--- src/rtl/camera_pwr_pkg.sv ---
// Shared camera power state encoding, default timing and per-state output decode,
// used by both the power-on and power-down sequencers.
package camera_pwr_pkg;

  localparam int unsigned CNT_W = 20;

  localparam logic [19:0] T_DRAIN_MAX_DEF = 20'hFFFFF;
  localparam logic [15:0] T_RST_DEF       = 16'hFFFF;
  localparam logic [17:0] T_OFF_MIN_DEF   = 18'h3FFFF;
  localparam logic [15:0] T_WAKE_RST_DEF  = 16'hFFFF;
  localparam logic [19:0] T_SETTLE_DEF    = 20'hFFFFF;

  typedef enum logic [2:0] {
    ST_ON          = 3'd0,
    ST_DRAIN       = 3'd1,
    ST_RST         = 3'd2,
    ST_PWDN        = 3'd3,
    ST_OFF         = 3'd4,
    ST_WAKE_PWDN   = 3'd5,
    ST_WAKE_SETTLE = 3'd6
  } pwr_state_e;

  typedef struct packed {
    logic rstn;
    logic pwnd;
    logic capture_en;
    logic done;
    logic busy;
  } pd_out_t;

  // A state lasting T cycles is loaded with T-1; T=0 behaves as T=1.
  function automatic logic [CNT_W-1:0] load_val(input logic [CNT_W-1:0] t);
    if (t == 20'd0) begin
      return 20'd0;
    end else begin
      return t - 20'd1;
    end
  endfunction

  function automatic pd_out_t state_outputs(input pwr_state_e s);
    pd_out_t o;
    case (s)
      ST_ON:          o = '{1'b1, 1'b0, 1'b1, 1'b0, 1'b0};
      ST_DRAIN:       o = '{1'b1, 1'b0, 1'b0, 1'b0, 1'b1};
      ST_RST:         o = '{1'b0, 1'b0, 1'b0, 1'b0, 1'b1};
      ST_PWDN:        o = '{1'b0, 1'b1, 1'b0, 1'b0, 1'b1};
      ST_OFF:         o = '{1'b0, 1'b1, 1'b0, 1'b1, 1'b0};
      ST_WAKE_PWDN:   o = '{1'b0, 1'b0, 1'b0, 1'b0, 1'b1};
      ST_WAKE_SETTLE: o = '{1'b1, 1'b0, 1'b0, 1'b0, 1'b1};
      default:        o = '{1'b1, 1'b0, 1'b1, 1'b0, 1'b0};
    endcase
    return o;
  endfunction

endpackage

--- src/rtl/seq_timer.sv ---
// Shared down-counter: loads on request, otherwise counts down and holds at zero.
module seq_timer #(
  parameter int unsigned W = 20
) (
  input  logic         clk,
  input  logic         reset,
  input  logic         load,
  input  logic [W-1:0] load_val,
  output logic [W-1:0] value,
  output logic         zero
);

  logic [W-1:0] cnt_d;
  logic [W-1:0] cnt_q;

  // next count: load wins, never wrap below zero
  always_comb begin
    cnt_d = cnt_q;
    if (load) begin
      cnt_d = load_val;
    end else if (cnt_q != {W{1'b0}}) begin
      cnt_d = cnt_q - {{(W-1){1'b0}}, 1'b1};
    end else begin
      cnt_d = cnt_q;
    end
  end

  // counter register
  always_ff @(posedge clk) begin
    if (reset) begin
      cnt_q <= {W{1'b0}};
    end else begin
      cnt_q <= cnt_d;
    end
  end

  assign value = cnt_q;
  assign zero  = (cnt_q == {W{1'b0}});

endmodule

--- src/rtl/camera_power_down_seq.sv ---
// Camera power-down / wake sequencer: drains the current frame, asserts reset,
// then power-down, and reverses the sequence on wake with settle time.
module camera_power_down_seq #(
  parameter logic [19:0] T_DRAIN_MAX = camera_pwr_pkg::T_DRAIN_MAX_DEF,
  parameter logic [15:0] T_RST       = camera_pwr_pkg::T_RST_DEF,
  parameter logic [17:0] T_OFF_MIN   = camera_pwr_pkg::T_OFF_MIN_DEF,
  parameter logic [15:0] T_WAKE_RST  = camera_pwr_pkg::T_WAKE_RST_DEF,
  parameter logic [19:0] T_SETTLE    = camera_pwr_pkg::T_SETTLE_DEF
) (
  input  logic clk_25M,
  input  logic reset,
  input  logic pd_req,
  input  logic wake_req,
  input  logic frame_busy,
  output logic pd_rstn,
  output logic pd_pwnd,
  output logic capture_en,
  output logic pd_done,
  output logic busy,
  output logic drain_timeout
);

  import camera_pwr_pkg::*;

  pwr_state_e       state_d;
  pwr_state_e       state_q;
  pd_out_t          out_d;
  pd_out_t          out_q;
  logic             drain_timeout_d;
  logic             drain_timeout_q;
  logic             tmr_load;
  logic [CNT_W-1:0] tmr_load_val;
  logic [CNT_W-1:0] tmr_value;
  logic             tmr_zero;

  // next-state and sticky timeout; requests outside ON/OFF are simply dropped
  always_comb begin
    state_d         = state_q;
    drain_timeout_d = drain_timeout_q;
    case (state_q)
      ST_ON: begin
        if (pd_req) begin
          state_d         = ST_DRAIN;
          drain_timeout_d = 1'b0;
        end else begin
          state_d = ST_ON;
        end
      end
      ST_DRAIN: begin
        if (!frame_busy) begin
          state_d = ST_RST;
        end else if (tmr_zero) begin
          state_d         = ST_RST;
          drain_timeout_d = 1'b1;
        end else begin
          state_d = ST_DRAIN;
        end
      end
      ST_RST: begin
        if (tmr_zero) state_d = ST_PWDN;
        else          state_d = ST_RST;
      end
      ST_PWDN: begin
        if (tmr_zero) state_d = ST_OFF;
        else          state_d = ST_PWDN;
      end
      ST_OFF: begin
        if (wake_req) state_d = ST_WAKE_PWDN;
        else          state_d = ST_OFF;
      end
      ST_WAKE_PWDN: begin
        if (tmr_zero) state_d = ST_WAKE_SETTLE;
        else          state_d = ST_WAKE_PWDN;
      end
      ST_WAKE_SETTLE: begin
        if (tmr_zero) state_d = ST_ON;
        else          state_d = ST_WAKE_SETTLE;
      end
      default: state_d = ST_ON;
    endcase
  end

  // timer reload on every state change; untimed states park the counter at zero
  always_comb begin
    tmr_load = (state_d != state_q);
    case (state_d)
      ST_DRAIN:       tmr_load_val = load_val(T_DRAIN_MAX);
      ST_RST:         tmr_load_val = load_val({4'd0, T_RST});
      ST_PWDN:        tmr_load_val = load_val({2'd0, T_OFF_MIN});
      ST_WAKE_PWDN:   tmr_load_val = load_val({4'd0, T_WAKE_RST});
      ST_WAKE_SETTLE: tmr_load_val = load_val(T_SETTLE);
      default:        tmr_load_val = 20'd0;
    endcase
  end

  // outputs decode from the next state so they register alongside it
  always_comb begin
    out_d = state_outputs(state_d);
  end

  // state, outputs and timeout flag
  always_ff @(posedge clk_25M) begin
    if (reset) begin
      state_q         <= ST_ON;
      out_q           <= state_outputs(ST_ON);
      drain_timeout_q <= 1'b0;
    end else begin
      state_q         <= state_d;
      out_q           <= out_d;
      drain_timeout_q <= drain_timeout_d;
    end
  end

  seq_timer #(.W(CNT_W)) u_timer (
    .clk      (clk_25M),
    .reset    (reset),
    .load     (tmr_load),
    .load_val (tmr_load_val),
    .value    (tmr_value),
    .zero     (tmr_zero)
  );

  assign pd_rstn       = out_q.rstn;
  assign pd_pwnd       = out_q.pwnd;
  assign capture_en    = out_q.capture_en;
  assign pd_done       = out_q.done;
  assign busy          = out_q.busy;
  assign drain_timeout = drain_timeout_q;

endmodule

--- config.mk ---
export PLATFORM = sky130hd
export DESIGN_NAME = camera_power_down_seq
export DESIGN_NICKNAME = d
export VERILOG_FILES = /design/src/rtl/camera_pwr_pkg.sv /design/src/rtl/seq_timer.sv /design/src/rtl/camera_power_down_seq.sv
export SDC_FILE = /design/constraint.sdc
export NUM_CORES = 1
export LEC_CHECK = 0
export CAP_MARGIN = 15
export CORE_ASPECT_RATIO = 0.75
export CORE_MARGIN = 2
export CORE_UTILIZATION = 45
export DETAILED_ROUTE_END_ITERATION = 16
export PLACE_DENSITY = 0.62
export SLEW_MARGIN = 20
export SYNTH_ARGS = -nofsm -noshare
export SYNTH_HDL_FRONTEND = slang
export SYNTH_SLANG_ARGS = --single-unit
--- constraint.sdc ---
create_clock -name clk_25M -period 3.51 [get_ports clk_25M]
set_clock_uncertainty 0.2 [all_clocks]
set_input_delay 1.053 -clock clk_25M [delete_from_list [all_inputs] [get_ports clk_25M]]
set_output_delay 1.053 -clock clk_25M [all_outputs]
set_load 0.01 [all_outputs]
Word level (Yosys, flattened, before mapping)
Cells that the tools add are included.
{"block": "classes", "reduce_logical": 8, "eq_ne": 16, "add_sub_neg": 1, "muxes": 17}
{"op": "$pmux W20 S3", "count": 1}
{"op": "$mux W20", "count": 2}
{"op": "$pmux W3 S7", "count": 1}
{"op": "$logic_not A20 Y1", "count": 1}
{"op": "$pmux W5 S4", "count": 1}
{"op": "$reduce_bool A20 Y1", "count": 1}
{"op": "$sub A20 B1 Y20 const B", "count": 1}
{"op": "$eq A3 B3 Y1 const B", "count": 6}
{"op": "$eq A3 B2 Y1 const B", "count": 4}
{"op": "$eq A3 B1 Y1 const B", "count": 2}
{"op": "$mux W1", "count": 6}
{"op": "$mux W2", "count": 3}
{"op": "$mux W3", "count": 2}
{"op": "$ne A2 B2 Y1 const B", "count": 3}
{"op": "$reduce_and A4 Y1", "count": 1}
{"op": "$reduce_bool A2 Y1", "count": 2}
{"op": "$reduce_or A2 Y1", "count": 2}
{"op": "$logic_not A3 Y1", "count": 1}
{"op": "$ne A3 B3 Y1", "count": 1}
{"op": "$pmux W1 S2", "count": 1}
{"block": "word_totals", "inputBits": 5, "wordCells": 50, "regBits": 29, "out_inout_bits": 6}

Longest topological paths before layout
{"block": "depth", "depth_word": 8, "ltp_mapped": 15, "depth_no_buf": 13}

By module
Synthesis repeated with hierarchy kept, for this count alone.
{"block": "unflattened", "cells_unflattened": 193, "area_unflattened_um2": 1636.6}
{"module": "seq_timer", "seq_area_each_um2": 400.4, "area_each_um2": 1081.0, "instances": 1, "cells_each": 122}
{"module": "camera_power_down_seq", "seq_area_each_um2": 180.2, "area_each_um2": 555.5, "instances": 1, "cells_each": 71}

Least setup slack after synthesis
OpenSTA, ideal clock, no wires.
{"block": "synth_path", "kind": "flip-flop to flip-flop", "start": "register u_timer.cnt_q[11], in the netlist u_timer.value[11]", "end": "register u_timer.cnt_q[16], in the netlist u_timer.value[16]", "setup_ns": 0.139, "path_slack_ns": -0.074, "synth_period_minus_slack_ns": 3.584, "arrival_ns": 3.246, "t_required_ns": 3.171, "n_path_buf": 0, "stages_incl_launch_ff": 13, "cell_sequence": "dfxtp_1 or4_4 or2_4 nor4_1 xnor2_1 o221ai_1 inv_1 ha_1 nor2b_1 a31oi_1 o21ai_0 nor3_1 o211ai_1"}
{"block": "synth_between", "elab_chain_len": 8, "elab_cells_between_ends": 22, "cone_classes": "add/sub (1); eq/ne (6); mux (10); reduce/logical (5)"}
{"item": "from (decl)", "line_no": "seq_timer.sv:14", "source": "logic [W-1:0] cnt_q;"}
{"item": "from (signal assigned)", "line_no": "seq_timer.sv:31", "source": "cnt_q <= {W{1'b0}};"}
{"item": "from (signal assigned)", "line_no": "seq_timer.sv:33", "source": "cnt_q <= cnt_d;"}
{"item": "$logic_not A20 Y1 *", "line_no": "seq_timer.sv:38", "source": "assign zero = (cnt_q == {W{1'b0}});"}
{"item": "$mux W2", "line_no": "camera_power_down_seq.sv:52, camera_power_down_seq.sv:72"}
{"item": "$mux W2", "line_no": "camera_power_down_seq.sv:50", "source": "if (!frame_busy) begin"}
{"item": "$pmux W3 S7 *", "line_no": "camera_power_down_seq.sv:40", "source": "case (state_q)"}
{"item": "via state_d[1]", "line_no": "camera_power_down_seq.sv:25", "source": "pwr_state_e state_d;"}
{"item": "$eq A3 B3 Y1 (tied with other cells)", "line_no": "camera_power_down_seq.sv:86", "source": "case (state_d)"}
{"item": "$reduce_or A2 Y1 (no source line)"}
{"item": "$pmux W20 S3", "line_no": "camera_power_down_seq.sv:86"}
{"item": "$mux W20", "line_no": "seq_timer.sv:19", "source": "if (load) begin"}
The timed path passes the listed nets; every way through them passes the cells marked *. The select of a mux whose other input is x is not followed.
A chain may end at the register's enable or synchronous reset.

Worst setup path in the final report
{"block": "layout_path", "start": "register u_timer.cnt_q[11], in the netlist u_timer.value[11]", "end": "register u_timer.cnt_q[1], in the netlist u_timer.value[1]"}
Same word-level chain as after synthesis.

==> metrics.md <==
| Metric | Value |
|---|---|
| DP HPWL | 2990 µm |
| Pre-Repair DR Iteration Count | 4 |
| Prevailing post-synth register cell | dfxtp_1 |
| Starting Density | 48.2% |
| Crit Path Category | flip-flop to flip-flop |
| Placed insts | 248 |
| Via count | 1520 |
| Vias/cell | 5.85 |
| Final GP Congestion | 0.948 |
| Gr ovfl total | 0 |
| GRT Total Usage | 21.6% |
| Avg Inst Size Synth | 8.70 µm² |
| Fin area | 2100 µm² |
| PwrDens | 927 nW/µm² |
| Relative slew margins | 67.4% |
| Drt wl/cell | 16.2 µm |
| HP Class | flip-flop to flip-flop |
| DIE HEIGHT | 55.9 µm |
| Worst-case vdd ir drop | 0.468 mV |
| Pin slew with the least headroom to its limit | 0.485 ns |
| Run status | finished clean |
| Area post-placement | 1890 µm² |
| Max Cap Violations | 0 |
| Buffers added on ports | 10 |
| Core ar. | 3360 µm² |
| Fillcell total | 277 |
| Post-synthesis register bit count | 29 |
| CP most frequent cell | or4_4 |
| Synth area leaders | dfxtp_1 36%, xnor2_1 7.6%, o21ai_2 4.9% |
| RSZ-0062 raised after global routing | true |
| Antenna-violating nets left | 0 |
| Die width | 73.3 µm |
| Crit. End Element | flip-flop |
| WP data arrival | 3.47 ns |
| DRC Markers | 0 |
| Worst path buffer plus inverter count | 1 |
| Die area | 4100 µm² |
| Post-synth net total | 197 |
| Vias in the first global route | 1444 |
| Sequential area share after synthesis | 35.9% |
| Final Cycle Share | 98.8% |
| Top-area cell type share of the netlist area | 35.9% |
| Antenna violations before repair | 0 |
| WL final | 4210 µm |
| Endpoints failing setup | 0 |
| First-pass GRT wire length | 6800 µm |
| Area of the multi-input gates | 1060 µm² |
| CTS clk-pin slew, worst paths | 0.06 ns |
| Netlist Area Pre-Place | 1620 µm² |
| First-iteration detailed-routing DRC count | 86 |
| CP max stage cell | or4_4 |
| Area growth, synth to finish | 30.0% |
| Share of cells above drive strength 1 | 29.1% |
| Critical-path maximum fanout | 8 |
| H-tree levels | 2 |
| Fin nets | 230 |
| TritonCTS clock tree | yes |
| Fin. max-slew vios | 0 |
| Yosys top cell by area | dfxtp_1 |
| Cell Chain, Critical Path | or4_4 -> or2_4 -> or4_4 -> a21boi_2 -> o221ai_2 -> inv_1 -> ha_2 -> nand2_2 -> a21oi_4 -> a31oi_4 -> or3b_4 -> o31ai_1 |
| Ys async rst share | 0% |
| CTS Buf Count | 5 |
| Maximum clock path buffer count | 2 |
| # diodes | 0 |
| Fin util | 62.7% |
| Synth cell types | 46 |
| Crit path largest cell delay | 0.53 ns |
| Delay-heaviest family, CP | simple AND/OR/NAND/NOR gates |
| Io pins | 11 |
| F_max | 0.288 GHz |
| Non-Filler Instances | 260 |
| Clock latency on the worst-skew pair | 0.29 ns |
| Final hold vios | 0 |
| Reg area | 583 µm² |
| Sink Count | 29 |
| CP startpoint kind | flip-flop |
| Critical path required time | 3.51 ns |
| Min cycle time layout | 3.47 ns |
| Gate Count Post-Synth | 186 |
| Row cnt | 18 |
| Pleak | 0.807 nW |
| Setup TNS | 0 ns |
| Pin count of the biggest net entering global routing | 17 |
| Ys Warns | 0 |
| EDFF count, synth | 0 |
| Root Buffer | clkbuf_8 |
| Final Power | 1.95 mW |
[area by class of cell]
class	instances	area share, %
clock buffers	7	4.10
clock inverters	1	1.43
inverters	7	1.25
multi-input cells	144	50.4
flip-flops and latches	29	27.7
well taps	40	2.38
repair buffers	32	12.8
[path summary, 6_finish.rpt]
kind	slack (ns)	from	end	depth (start not counted)
min reg2reg	0.34	u_timer.value[14]$_SDFFE_PP0P_	u_timer.value[14]$_SDFFE_PP0P_	2
max	0.04	u_timer.value[11]$_SDFFE_PP0P_	u_timer.value[1]$_SDFFE_PP0P_	12
max reg2reg	0.04	u_timer.value[11]$_SDFFE_PP0P_	u_timer.value[1]$_SDFFE_PP0P_	12
min	0.34	u_timer.value[14]$_SDFFE_PP0P_	u_timer.value[14]$_SDFFE_PP0P_	2
[synth_stat cells, types with 3 or more instances]
cell      instances
a21oi_1           4
a31oi_1           4
clkbuf_1          4
dfxtp_1          29
ha_1              6
inv_1             7
nand2_1          12
nand2b_1          3
nand3_1           8
nor2_1           17
nor3_1           10
nor4_1            6
o211ai_1          4
o21ai_0          11
o21ai_2           9
xnor2_1          14
xor2_1            4
[sequential cells by signal, summed over array words and instances (netlist names)]
signal         count
u_timer.value     20
state_q            3
busy               1
capture_en         1
drain_timeout      1
pd_done            1
pd_pwnd            1
pd_rstn            1
[cell usage in the layout (no fill, tap or decap), types with 4 or more instances in the layout]
| cell type | netlist | layout |
|---|---|---|
| dfxtp_1 | 29 | 27 |
| buf_4 | 0 | 21 |
| nor2_1 | 17 | 17 |
| xnor2_1 | 14 | 14 |
| o21ai_2 | 9 | 12 |
| nand2_1 | 12 | 11 |
| clkdlybuf4s50_1 | 0 | 10 |
| nor3_1 | 10 | 9 |
| nand3_1 | 8 | 8 |
| inv_1 | 7 | 7 |
| o21ai_0 | 11 | 6 |
| clkbuf_8 | 0 | 6 |
| nor4_1 | 6 | 5 |
| o211ai_1 | 4 | 4 |
| xor2_1 | 4 | 4 |
| ha_1 | 6 | 4 |
[per-layer routing]
| metal | GRT usage (%) | wire length [µm] | vias to the layer above |
|---|---|---|---|
| li1 | - | - | 740 |
| met1 | 31.3 | 2040 | 718 |
| met2 | 29.2 | 1810 | 51 |
| met3 | 5.43 | 261 | 11 |
| met4 | 10.8 | 92 | 0 |
| met5 | 0 | 0 | - |
[metrics by stage]
stage               hold WS [ns]  setup slack (ns)
floorplan                  0.318           0.00356
global placement           0.336           -0.0878
detailed placement         0.337            -0.163
CTS                        0.349           0.00769
global route               0.362           -0.0761
finish                     0.341            0.0418
[kinds of logic after synthesis]
kind of cell | Yosys count | synth area share [%]
AND/OR/NAND/NOR | 72 | 24.3
AO/OA/AOI/OAI | 45 | 20.0
flip-flops | 29 | 35.9
XOR/XNOR | 18 | 9.74
buffers and inverters | 14 | 4.25
adder cells (fa/ha/maj) | 6 | 4.64
multiplexers | 2 | 1.24
[power by group]
part           internal, mW  total [mW]  switching [mW]
clock network         0.231       0.360           0.129
registers             0.448       0.566           0.118
logic                 0.485        1.02           0.539
[timing repair]
action	4_1_cts	5_1_grt
gates cloned	0	1
pin swaps	2	15
hold buffers	0	0
resized for setup	3	18
setup endpoints to repair	20	20
buffers inserted	0	3
[worst reg2reg max path: cells and delay by family (launching register included)]
kind | cells | cell delay, ns
flip-flops | 1 | 0.32
adder cells (fa/ha/maj) | 1 | 0.19
buffers and inverters | 1 | 0.11
AO/OA/AOI/OAI | 5 | 0.68
AND/OR/NAND/NOR | 5 | 1.88
Power figures use the tool's default switching activity.
